### src/rtl/arb_pkg.sv
// Shared types and helpers for the round-robin grant scheduler.
package arb_pkg;

    typedef enum logic [1:0] {
        IDLE,
        ARB,
        GRANT
    } state_e;

    // Index width for n entries; never narrower than one bit.
    function automatic int unsigned idx_w(input int unsigned n);
        return (n <= 2) ? 1 : $clog2(n);
    endfunction

endpackage

### src/rtl/rr_grant_scheduler_if.sv
// Request/grant bundle between requesters (master) and the scheduler (slave).
interface rr_grant_scheduler_if #(
    parameter int unsigned N_REQ = 3
);
    localparam int unsigned IW = arb_pkg::idx_w(N_REQ);

    logic [N_REQ-1:0] req;
    logic [N_REQ-1:0] gnt;
    logic [IW-1:0]    gnt_id;
    logic             busy;
    logic             preempt;

    modport master (output req, input gnt, gnt_id, busy, preempt);
    modport slave  (input req, output gnt, gnt_id, busy, preempt);
endinterface

### src/rtl/rr_pick.sv
// Rotating-priority encoder: first set request at or above ptr, wrapping.
module rr_pick #(
    parameter int unsigned N_REQ = 3,
    parameter int unsigned IW    = 2
) (
    input  logic [N_REQ-1:0] req,
    input  logic [IW-1:0]    ptr,
    output logic [IW-1:0]    pick,
    output logic             any
);
    logic [IW:0]   sum;
    logic [IW-1:0] idx;
    logic          found;

    assign any = |req;

    always_comb begin
        pick  = '0;
        found = 1'b0;
        sum   = '0;
        idx   = '0;
        for (int unsigned i = 0; i < N_REQ; i++) begin
            sum = {1'b0, ptr} + (IW+1)'(i);
            if (sum >= (IW+1)'(N_REQ)) begin
                sum = sum - (IW+1)'(N_REQ);
            end
            idx = sum[IW-1:0];
            if (!found && req[idx]) begin
                found = 1'b1;
                pick  = idx;
            end
        end
    end
endmodule

### src/rtl/rr_grant_scheduler.sv
// Blocking round-robin grant scheduler (IDLE -> ARB -> GRANT Moore machine).
// Optional hold-time preemption is enabled by defining ARB_PREEMPT_EN.
module rr_grant_scheduler
    import arb_pkg::*;
#(
    parameter int unsigned N_REQ    = 3,
    parameter int unsigned HOLD_MAX = 15
) (
    input  logic                 clk,
    input  logic                 reset_n,
    rr_grant_scheduler_if.slave  bus
);
    localparam int unsigned IW = idx_w(N_REQ);

    if (N_REQ < 2 || HOLD_MAX < 1) begin : g_bad_params
        $error("rr_grant_scheduler: N_REQ must be >= 2 and HOLD_MAX >= 1");
    end

    state_e           state_q, state_d;
    logic [IW-1:0]    ptr_q, ptr_d;
    logic [IW-1:0]    gnt_id_q, gnt_id_d;
    logic [N_REQ-1:0] gnt_q, gnt_d;
    logic             busy_q, busy_d;
    logic             preempt_q, preempt_d;
    logic [IW-1:0]    pick;
    logic             any;
    logic             hold_expired;

    rr_pick #(
        .N_REQ (N_REQ),
        .IW    (IW)
    ) u_pick (
        .req  (bus.req),
        .ptr  (ptr_q),
        .pick (pick),
        .any  (any)
    );

`ifdef ARB_PREEMPT_EN
    localparam int unsigned CW = $clog2(HOLD_MAX + 1);

    logic [CW-1:0] cnt_q, cnt_d;

    // Zero in every non-GRANT cycle, so a fresh grant always starts from 0.
    always_comb begin
        cnt_d = (state_q == GRANT) ? cnt_q + 1'b1 : '0;
    end

    always_ff @(posedge clk or negedge reset_n) begin
        if (!reset_n) begin
            cnt_q <= '0;
        end else begin
            cnt_q <= cnt_d;
        end
    end

    assign hold_expired = (cnt_q == CW'(HOLD_MAX - 1));
`else
    assign hold_expired = 1'b0;
`endif

    always_comb begin
        state_d   = state_q;
        ptr_d     = ptr_q;
        gnt_d     = gnt_q;
        gnt_id_d  = gnt_id_q;
        busy_d    = busy_q;
        preempt_d = 1'b0;
        unique case (state_q)
            IDLE: begin
                if (any) state_d = ARB;
            end
            ARB: begin
                if (any) begin
                    state_d  = GRANT;
                    gnt_d    = N_REQ'(1) << pick;
                    gnt_id_d = pick;
                    ptr_d    = (pick == IW'(N_REQ - 1)) ? '0 : pick + 1'b1;
                    busy_d   = 1'b1;
                end else begin
                    state_d = IDLE;
                end
            end
            GRANT: begin
                // A release on the last allowed cycle wins over preemption.
                if (!bus.req[gnt_id_q]) begin
                    state_d = IDLE;
                    gnt_d   = '0;
                    busy_d  = 1'b0;
                end else if (hold_expired) begin
                    state_d   = ARB;
                    gnt_d     = '0;
                    busy_d    = 1'b0;
                    preempt_d = 1'b1;
                end
            end
            default: begin
                state_d = IDLE;
                gnt_d   = '0;
                busy_d  = 1'b0;
            end
        endcase
    end

    always_ff @(posedge clk or negedge reset_n) begin
        if (!reset_n) begin
            state_q   <= IDLE;
            ptr_q     <= '0;
            gnt_q     <= '0;
            gnt_id_q  <= '0;
            busy_q    <= 1'b0;
            preempt_q <= 1'b0;
        end else begin
            state_q   <= state_d;
            ptr_q     <= ptr_d;
            gnt_q     <= gnt_d;
            gnt_id_q  <= gnt_id_d;
            busy_q    <= busy_d;
            preempt_q <= preempt_d;
        end
    end

    assign bus.gnt     = gnt_q;
    assign bus.gnt_id  = gnt_id_q;
    assign bus.busy    = busy_q;
    assign bus.preempt = preempt_q;
endmodule

### src/flat_wrapper.sv
// flat-port wrapper written by rule: the top's interface ports become plain ports
module rr_grant_scheduler_flat import arb_pkg::*;
#(
    parameter int unsigned N_REQ    = 3,
    parameter int unsigned HOLD_MAX = 15
)
  (clk, reset_n, bus_req, bus_gnt, bus_gnt_id, bus_busy, bus_preempt);
  rr_grant_scheduler_if #(.N_REQ(N_REQ)) bus_i ();
  input  logic clk;
  input  logic reset_n;
  input wire logic [$bits(bus_i.req)-1:0] bus_req;
  output wire logic [$bits(bus_i.gnt)-1:0] bus_gnt;
  output wire logic [$bits(bus_i.gnt_id)-1:0] bus_gnt_id;
  output wire logic [$bits(bus_i.busy)-1:0] bus_busy;
  output wire logic [$bits(bus_i.preempt)-1:0] bus_preempt;
  assign bus_i.req = bus_req;
  assign bus_gnt = bus_i.gnt;
  assign bus_gnt_id = bus_i.gnt_id;
  assign bus_busy = bus_i.busy;
  assign bus_preempt = bus_i.preempt;
  rr_grant_scheduler #(.N_REQ(N_REQ), .HOLD_MAX(HOLD_MAX)) u_core (.clk(clk), .reset_n(reset_n), .bus(bus_i));
endmodule
### config.mk
export PLATFORM = sky130hd
export DESIGN_NAME = rr_grant_scheduler_flat
export DESIGN_NICKNAME = d
export VERILOG_FILES = /design/src/rtl/arb_pkg.sv /design/src/rtl/rr_grant_scheduler_if.sv /design/src/rtl/rr_pick.sv /design/src/rtl/rr_grant_scheduler.sv /design/src/flat_wrapper.sv
export SDC_FILE = /design/constraint.sdc
export NUM_CORES = 1
export LEC_CHECK = 0
export CORE_MARGIN = 3
export CORE_UTILIZATION = 50
export CTS_BUF_LIST = sky130_fd_sc_hd__clkbuf_2
export DETAILED_ROUTE_END_ITERATION = 10
export GPL_TIMING_DRIVEN = 0
export PLACE_DENSITY = 0.77
export SYNTH_ARGS = -nofsm -noshare
export SYNTH_HDL_FRONTEND = slang
export SYNTH_SLANG_ARGS = --single-unit
### constraint.sdc
create_clock -name clk -period 2.15 [get_ports clk]
set_input_delay 0.43 -clock clk [delete_from_list [all_inputs] [get_ports clk]]
set_output_delay 0.43 -clock clk [all_outputs]
set_load 0.02 [all_outputs]
==> reports/metrics.yaml, run 1 <==
place:
  gp_congestion: 0.7661
  io_buffers: 10
  dp_slack_ns: -0.05605
  dp_hpwl_microns: 1024
power_and_ir_drop:
  p_per_area_nw_per_um2: 1474
  p_int_uw: 686.9
  p_leak_nw: 0.3779
  p_switching_uw: 589.5
  combPwrFrac: 0.649
  peakVddDrop_uv: 803.7
  total_power_mw: 1.276
  clkPwrFrac: 0.087
  switching_share: 0.4619
  seqPwrFrac: 0.264
sta:
  max_freq_mhz: 487.2
  fin_skew_ns: 0.01125
  tns_ns: 0
  setup_ws_ns: 0.09732
  period_share: 0.9547
  slew_viol_final: 0
  finalSetupViolCount: 0
  final_hold_viol_count: 0
  period_minus_slack_ns: 2.053
  rsz0062_at_grt: "no"
final_layout:
  area_growth_pct: 31.31
  drive_gt1_frac: 0.2143
  final_common_cell: "clkdlybuf4s50_1"
  multi_input_area_sq_um: 440.4
  fillers: 83
  seq_area_sq_um: 251.5
  nNetsFinal: 94
  diodes: 0
  layout_common_cells: "10 x clkdlybuf4s50_1, 9 x dfrtp_1, 6 x inv_1"
clock_network:
  cts.sinks: 10
  tritoncts: "done"
  clk_pin_slew_ns: 0.12
  cts_buffers: 3
  cts_htree_levels: 1
  hold_buffers: 0
  clkLatencyLatePin_ns: 0.26
  clock_path_buffers: 2
  root_buffer: "clkbuf_2"
worst_setup_path:
  start_kind: "flop"
  worstPathArrival_ns: 2.21
  worstReg2RegStart: "u_core.ptr_q[0]$_DFFE_PN0P_"
  worstSetupEndpointType: "flop"
  r2r_cells: 7
  reg2reg_to: "u_core.bus.gnt[0]$_DFFE_PN0P_"
  path_max_fanout: 4
  critical_path_class: "reg2reg"
  required_ns: 2.31
  cp-startpoint: "u_core.ptr_q[0]$_DFFE_PN0P_"
  r2r_slack_ns: 0.1
detailed_routing:
  drc: 0
  ant_nets: 0
  vias_per_cell: 5.745
  dr.pass1.iters: 5
  initialDrtViolationCount: 12
  routedWlPerCell_microns: 15.07
  via_count: 563
  routed_wl_microns: 1477
grt:
  grt_pass1_vias: 536
  grt_first_pass_wirelength_microns: 2394
  antenna_found_initial: 0
  grtUsageMet3: 0.03433
  use_met1: 0.2361
  track_usage: 0.1743
  gr-max-usage-layer: "met2"
  grt_max_degree: 11
  grt_overflow_total: 0
  grt_use_met2: 0.2584
synth:
  yosysWarnings: 0
  synth_area_sq_um: 659.4
  synthTopCellsByArea: "dfrtp_1 38%, ha_1 7.6%, mux2i_1 4.6%, inv_1 3.4%, o21ai_0 3.0%"
  synth_top_area_frac: 0.3795
  ys_types: 31
  synth_seq_cells: 10
  syn_area_per_cell_sq_um: 9.556
  yosysSeqAreaShare: 0.3795
  yosysTopAreaCell: "dfrtp_1"
  synth_nets: 78
  syn-instance-count: 69
die:
  ios: 12
  die-area_sq_um: 1791
  core-area_sq_um: 1171
  die-width_microns: 42.32
  start_util: 0.5630
  rows: 12
  die_h_microns: 42.32
run_status:
  status: "complete, no violations"
hold_path:
  hold_path_class: "in2async"
job:
  drv_cap: 0
area by class of cell:
class	instances	share of cell area
Tap cell	14	0.02023
Timing Repair Buffer	11	0.1243
Inverter	6	0.02601
Buffer	1	0.008671
Sequential cell	10	0.2905
Multi-Input combinational cell	52	0.5087
Clock buffer	3	0.01734
Clock inverter	1	0.004335
routing by layer:
| layer | wire [microns] | part of all wire | vias up |
|---|---|---|---|
| met5 | 0 | 0 | - |
| met4 | 5 | 0.0034 | 0 |
| met3 | 87 | 0.059 | 2 |
| met2 | 691 | 0.47 | 22 |
| met1 | 692 | 0.47 | 259 |
| li1 | - | - | 280 |
cell usage after synthesis (all sizes together):
library cell / n
a311oi: 1
nand2: 5
dfrtp: 10
nor2: 5
a22o: 2
nand2b: 3
a32oi: 1
o2bb2ai: 1
a21o: 2
a22oi: 1
conb: 1
ha: 4
inv: 6
nor3: 2
buf: 1
a21oi: 3
nor2b: 1
o32ai: 1
mux2: 1
or3: 1
nand3: 2
a221oi: 1
o31ai: 1
or3b: 1
nor3b: 1
mux2i: 3
a2bb2oi: 1
nand3b: 1
o21ai: 6
flip-flops by register name (all words and copies together), names as in the netlist:
name,flops
u_core.bus.busy,1
u_core.state_q,2
u_core.ptr_q,2
u_core.bus.gnt,3
u_core.bus.gnt_id,2
stage by stage:
step / hold slack [ns] / instances / cell area [sq um] / util
floorplan: 0.1344 / 69 / 659.4 / -
global placement: 0.4871 / 93 / 777.0 / 0.6635
detailed placement: 0.4838 / 93 / 777.0 / 0.6635
CTS: 0.4795 / 97 / 795.8 / 0.6795
global route: 0.4805 / 98 / 865.8 / 0.7393
finish: 0.4697 / 98 / 865.8 / 0.7393
power by group through the flow:
stage / Clock [mW] / Combinational, mW / Sequential (mW)
after detailed placement: 0 / 0.688 / 0.331
after global placement: 0 / 0.677 / 0.326
after global routing: 0.125 / 0.895 / 0.346
final: 0.111 / 0.828 / 0.337
after floorplan: 0 / 0.467 / 0.365
after CTS: 0.111 / 0.694 / 0.327
worst max-delay path: stages (launching register included):
cell and delay (ns):
dfrtp_2 0.43, inv_1 0.08, ha_1 0.35, inv_1 0.11, or3b_4 0.42, o21ai_2 0.11
a221oi_4 0.12, o32ai_1 0.33
worst max-delay path by stage:
stage	depth (start not counted)	slack [ns]	endpoint
floorplan	7	0.32	u_core.bus.gnt[0]$_DFFE_PN0P_
global placement	6	-0.02	u_core.bus.gnt[0]$_DFFE_PN0P_
detailed placement	6	-0.06	u_core.bus.gnt[0]$_DFFE_PN0P_
CTS	7	0.1	u_core.bus.gnt[0]$_DFFE_PN0P_
global route	7	0.01	u_core.bus.gnt[0]$_DFFE_PN0P_
finish	7	0.1	u_core.bus.gnt[0]$_DFFE_PN0P_
logic make-up after synthesis:
family | after synthesis | synth area share
flip-flops | 10 | 0.3795
AND/OR/NAND/NOR | 22 | 0.1746
buffers and inverters | 7 | 0.04554
adder cells (fa/ha/maj) | 4 | 0.07590
other | 1 | 0.005687
multiplexers | 4 | 0.06262
AO/OA/AOI/OAI | 21 | 0.2562
repair_timing:
item                                    in CTS  in global routing
resized for setup                            0                 10
endpoints found under the setup margin       0                  6
buffers inserted                             0                  1
No activity file was read; power rests on OpenSTA's default activity.
==> run 2, diff against run 1 <==
--- a/config.mk
+++ b/config.mk
@@ -11,6 +11,7 @@
 export DETAILED_ROUTE_END_ITERATION = 10
 export GPL_TIMING_DRIVEN = 0
 export PLACE_DENSITY = 0.77
+export SKIP_LAST_GASP = 1
 export SYNTH_ARGS = -nofsm -noshare
 export SYNTH_HDL_FRONTEND = slang
 export SYNTH_SLANG_ARGS = --single-unit
==> constraint.sdc (replaced) <==
create_clock -name clk -period 2.2 [get_ports clk]
set_input_delay 0.44 -clock clk [delete_from_list [all_inputs] [get_ports clk]]
set_output_delay 0.44 -clock clk [all_outputs]
set_load 0.02 [all_outputs]
==> run 2 against run 1 <==
Worst hold slack gained 0.0072 ns. Fmax fell by 0.80%. Via count fell by 0.18%. Utilization shrank 2.8 points. Sequential power shrank 4%. Combinational power is 7.6% lower. Sequential share of layout area grew 0.98 points. Sequential cell count unchanged. Count of clock-buffer cells in the layout unchanged. Non-clock buffer count down 1. Global-route usage is the same. Largest power group unchanged. Design area fell by 3.8%.
==> reports/metrics.yaml, run 2 (synthesis results as in run 1) <==
run_status:
  status: "complete, no violations"
sta:
  max_freq_mhz: 483.3
  fin_skew_ns: 0.01385
  period_share: 0.9406
  setup_ws_ns: 0.1308
  period_minus_slack_ns: 2.069
  finalSetupViolCount: 0
  rsz0062_at_grt: "yes"
  slew_viol_final: 0
  whs_ns: 0.4769
  final_hold_viol_count: 0
clock_network:
  tritoncts: "done"
  root_buffer: "clkbuf_2"
  clkLatencyLatePin_ns: 0.26
  clock_path_buffers: 2
  clk_pin_slew_ns: 0.12
  cts.sinks: 10
  cts_buffers: 3
  cts_htree_levels: 1
final_layout:
  largest_reg_flops: 3
  layout_common_cells: "10 x clkdlybuf4s50_1, 10 x dfrtp_1, 6 x inv_1"
  drive_gt1_frac: 0.1687
  fin_area_sq_um: 833.3
  diodes: 0
  nNetsFinal: 93
  fillers: 89
  area_growth_pct: 26.38
worst_setup_path:
  start_kind: "flop"
  worstSetupEndpointType: "flop"
  required_ns: 2.35
  cp-startpoint: "u_core.ptr_q[1]$_DFFE_PN0P_"
  path_max_fanout: 5
  worstReg2RegStart: "u_core.ptr_q[1]$_DFFE_PN0P_"
  critical_path_class: "reg2reg"
  reg2reg_to: "u_core.bus.gnt[0]$_DFFE_PN0P_"
  r2r_cells: 6
  worstPathArrival_ns: 2.22
  r2r_slack_ns: 0.13
grt:
  grt_pass1_vias: 536
  antenna_found_initial: 0
  grt_overflow_total: 0
  track_usage: 0.1743
  grt_max_degree: 11
  grt_first_pass_wirelength_microns: 2394
hold_path:
  hold_path_class: "in2async"
detailed_routing:
  ant_nets: 0
  highest_layer: "met4"
  initialDrtViolationCount: 12
  wl_met3_microns: 60
  routedWlPerCell_microns: 14.66
  wl_met1_microns: 717
  routed_wl_microns: 1422
  met2WireLength_microns: 604
  drc: 0
  dr.pass1.iters: 4
  vias_per_cell: 5.794
  via_count: 562
place:
  placed_cell_area_sq_um: 777.0
  gp_congestion: 0.7661
  io_buffers: 10
  dp_hpwl_microns: 1024
  dp_slack_ns: -0.01605
job:
  drv_cap: 0
die:
  start_util: 0.5630
  die-area_sq_um: 1791
  die-width_microns: 42.32
  rows: 12
  die_h_microns: 42.32
  ios: 12
  core-area_sq_um: 1171
power_and_ir_drop:
  p_per_area_nw_per_um2: 1434
  peakVddDrop_uv: 676.2
  total_power_mw: 1.195
  p_leak_nw: 0.3727
-- run 2: cell types whose count changed in the layout (fill, tap and decap cells not counted) --
cell     previous run  this run
buf_4               2         1
dfrtp_1             9        10
dfrtp_2             1         0
ha_1                3         4
ha_4                1         0
mux2i_2             0         1
mux2i_4             1         0
nor2b_1             0         1
nor2b_2             1         0
-- run 2: how the worst max path moves through the flow --
stage                                                to  slack (ns)
final                     u_core.bus.gnt[0]$_DFFE_PN0P_        0.13
after global routing        u_core.ptr_q[1]$_DFFE_PN0P_       0.002
after CTS                 u_core.bus.gnt[0]$_DFFE_PN0P_        0.15
after detailed placement  u_core.bus.gnt[0]$_DFFE_PN0P_       -0.02
after global placement    u_core.bus.gnt[0]$_DFFE_PN0P_        0.02
after floorplan           u_core.bus.gnt[0]$_DFFE_PN0P_        0.37
-- run 2: stage by stage --
stage | setup TNS (ns) | cells | utilization
finish | 0 | 97 | 0.7115
global route | 0 | 97 | 0.7115
CTS | 0 | 97 | 0.6795
detailed placement | -0.01605 | 93 | 0.6635
global placement | 0 | 93 | 0.6635
floorplan | 0 | 69 | -
-- run 2: layer usage --
| layer | up-vias | track usage |
|---|---|---|
| li1 | 281 | - |
| met1 | 253 | 0.2361 |
| met2 | 21 | 0.2584 |
| met3 | 7 | 0.03433 |
| met4 | 0 | 0.09317 |
| met5 | - | 0 |
-- run 2: area by class of cell --
type                            instances  area (sq um)  share of cell area
Multi-Input combinational cell         52         416.7              0.5000
Sequential cell                        10         250.2              0.3003
Timing Repair Buffer                   10         100.1              0.1201
Inverter                                6         22.52             0.02703
Tap cell                               14         17.52             0.02102
Clock buffer                            3         15.01             0.01802
Buffer                                  1         7.507            0.009009
Clock inverter                          1         3.754            0.004505
-- run 2: critical path: stages (launching register included) --
cell and delay, ns:
dfrtp_1 0.43, inv_1 0.09, ha_1 0.27, mux2i_2 0.38
nor3b_2 0.31, a221oi_4 0.12, o32ai_1 0.35
-- run 2: timing repair --
item / CTS / global route
resized for setup: 0 / 5
hold buffers: 0 / 0
buffers inserted: 0 / 0
endpoints found under the hold margin: 0 / 0
setup endpoints to repair: 0 / 6
-- run 2: report_power, final --
group          internal, mW  total [mW]  switching [mW]
clock network        0.0395       0.107          0.0679
logic                 0.344       0.765           0.421
registers             0.256       0.322          0.0663
==> run 3, diff against run 2 <==
--- a/config.mk
+++ b/config.mk
@@ -5,13 +5,13 @@
 export SDC_FILE = /design/constraint.sdc
 export NUM_CORES = 1
 export LEC_CHECK = 0
-export CORE_MARGIN = 3
-export CORE_UTILIZATION = 50
+export CORE_AREA = 3 3 40 42
 export CTS_BUF_LIST = sky130_fd_sc_hd__clkbuf_2
+export CTS_CLUSTER_SIZE = 24
 export DETAILED_ROUTE_END_ITERATION = 10
+export DIE_AREA = 0 0 43 45
 export GPL_TIMING_DRIVEN = 0
-export PLACE_DENSITY = 0.77
-export SKIP_LAST_GASP = 1
+export PLACE_DENSITY = 0.76
 export SYNTH_ARGS = -nofsm -noshare
 export SYNTH_HDL_FRONTEND = slang
 export SYNTH_SLANG_ARGS = --single-unit
==> run 3 against run 2 <==
Clock power hardly changed. Non-clock buffer count is the same. Utilization is 9.1 points lower. Critical path depth rose by 1. Highest routed layer unchanged. Clock skew shrank 0.0065 ns. Largest power group unchanged. Largest cell class unchanged. Count of clock-buffer cells in the layout stayed put. Cell count increased by 1.0%. Power shrank 7.7%. Sequential cell count unchanged.
==> reports/metrics.yaml, run 3 (synthesis results as in run 1) <==
power_and_ir_drop:
  seqPwrFrac: 0.289
  p_per_area_nw_per_um2: 1384
  switching_share: 0.4579
  total_power_mw: 1.103
  peakVddDrop_uv: 640.4
  p_leak_nw: 0.3636
  p_int_uw: 598.1
  p_switching_uw: 505.1
  clkPwrFrac: 0.096
  combPwrFrac: 0.616
worst_setup_path:
  r2r_cells: 7
  required_ns: 2.34
  critical_path_class: "reg2reg"
  start_kind: "flop"
  path_max_fanout: 5
  cp_slowest_stage_delay_ns: 0.42
  crit_chain: "inv_1, ha_1, mux2_2, o21ai_2, nand2_1, a221oi_2, o32ai_1"
  cpMaxStageDelayCell: "dfrtp_1"
  worstPathArrival_ns: 2.21
  worstSetupEndpointType: "flop"
detailed_routing:
  routedWlPerCell_microns: 13.71
  dr.pass1.iters: 6
  drc: 0
  initialDrtViolationCount: 22
  ant_nets: 0
  via_count: 580
  vias_per_cell: 5.918
  routed_wl_microns: 1344
grt:
  grt_max_degree: 11
  antenna_found_initial: 0
  track_usage: 0.1478
  grt_overflow_total: 0
  grt_pass1_vias: 498
  grt_first_pass_wirelength_microns: 2111
die:
  ios: 12
  die-width_microns: 43
  start_util: 0.5131
  die-area_sq_um: 1935
  core-area_sq_um: 1285
  rows: 13
  die_h_microns: 45
sta:
  setup_ws_ns: 0.1361
  period_share: 0.9381
  period_minus_slack_ns: 2.064
  tns_ns: 0
  rsz0062_at_grt: "no"
  finalSetupViolCount: 0
  fin_skew_ns: 0.007364
  slew_viol_final: 0
  final_hold_viol_count: 0
  max_freq_mhz: 484.5
job:
  drv_cap: 0
final_layout:
  area_growth_pct: 20.87
  layout_common_cells: "10 x clkdlybuf4s50_1, 10 x dfrtp_1, 6 x inv_1"
  fin_cells: 98
  largest_reg_flops: 3
  drive_gt1_frac: 0.1325
  nNetsFinal: 93
  diodes: 0
clock_network:
  clock_path_buffers: 2
  cts.sinks: 10
  hold_buffers: 0
  cts_buffers: 3
  cts_setup_buffers: 0
  root_buffer: "clkbuf_2"
  clk_pin_slew_ns: 0.10
  cts_htree_levels: 1
  tritoncts: "done"
  clkLatencyLatePin_ns: 0.26
  ctsResizeCount: 0
place:
  dp_hpwl_microns: 988.6
  dp_slack_ns: -0.01265
  io_buffers: 10
  post-place-cells: 94
  gp_congestion: 0.6848
run_status:
  status: "complete, no violations"
hold_path:
  hold_path_class: "in2async"
## run 3: cell type report
| class | count | area (sq um) |
|---|---|---|
| multi-input combinational | 52 | 379.1 |
| timing repair buffer | 10 | 100.1 |
| tap | 15 | 18.77 |
| buffer | 1 | 7.507 |
| clock inverter | 1 | 3.754 |
| fill | 113 | 488.0 |
| inverter | 6 | 22.52 |
| clock buffer | 3 | 15.01 |
| sequential | 10 | 250.2 |
## run 3: critical path: cells and delay by family (launching register included)
kind                     cells  cell delay (ns)
AND/OR/NAND/NOR              1             0.08
flip-flops                   1             0.42
multiplexers                 1             0.40
AO/OA/AOI/OAI                3             0.69
adder cells (fa/ha/maj)      1             0.27
buffers and inverters        1             0.09
## run 3: through the flow
stage | util | hold slack, ns | area [sq um]
after CTS | 0.6203 | 0.4888 | 797.0
after global placement | 0.6056 | 0.4782 | 778.2
after global routing | 0.6203 | 0.4877 | 797.0
after detailed placement | 0.6056 | 0.4773 | 778.2
final | 0.6203 | 0.4781 | 797.0
after floorplan | - | 0.1444 | 659.4
## run 3: power groups by stage
stage / Sequential, mW / Clock, mW / Combinational, mW
final: 0.319 / 0.105 / 0.679
after global routing: 0.331 / 0.115 / 0.738
after CTS: 0.319 / 0.108 / 0.680
after detailed placement: 0.323 / 0 / 0.672
after global placement: 0.320 / 0 / 0.661
after floorplan: 0.356 / 0 / 0.456
## run 3: final timing paths
kind	end	slack, ns	from
worst max register to register	u_core.bus.gnt[0]$_DFFE_PN0P_	0.14	u_core.ptr_q[1]$_DFFE_PN0P_
max in group asynchronous	u_core.ptr_q[0]$_DFFE_PN0P_	1.40	reset_n
worst min register to register	u_core.bus.gnt[2]$_DFFE_PN0P_	0.51	u_core.bus.gnt[2]$_DFFE_PN0P_
min in group clk	u_core.bus.gnt[2]$_DFFE_PN0P_	0.51	u_core.bus.gnt[2]$_DFFE_PN0P_
worst max-delay path	u_core.bus.gnt[0]$_DFFE_PN0P_	0.14	u_core.ptr_q[1]$_DFFE_PN0P_
worst min-delay path	u_core.bus.gnt_id[0]$_DFFE_PN0P_	0.48	reset_n
## run 3: metal layers
metal | wire length, microns | vias to the layer above | part of all wire | track usage
met5 | 0 | - | 0 | 0
met4 | 25 | 0 | 0.019 | 0.07229
met3 | 83 | 5 | 0.062 | 0.03984
met2 | 585 | 19 | 0.44 | 0.2246
met1 | 650 | 279 | 0.48 | 0.1960
li1 | - | 277 | - | -
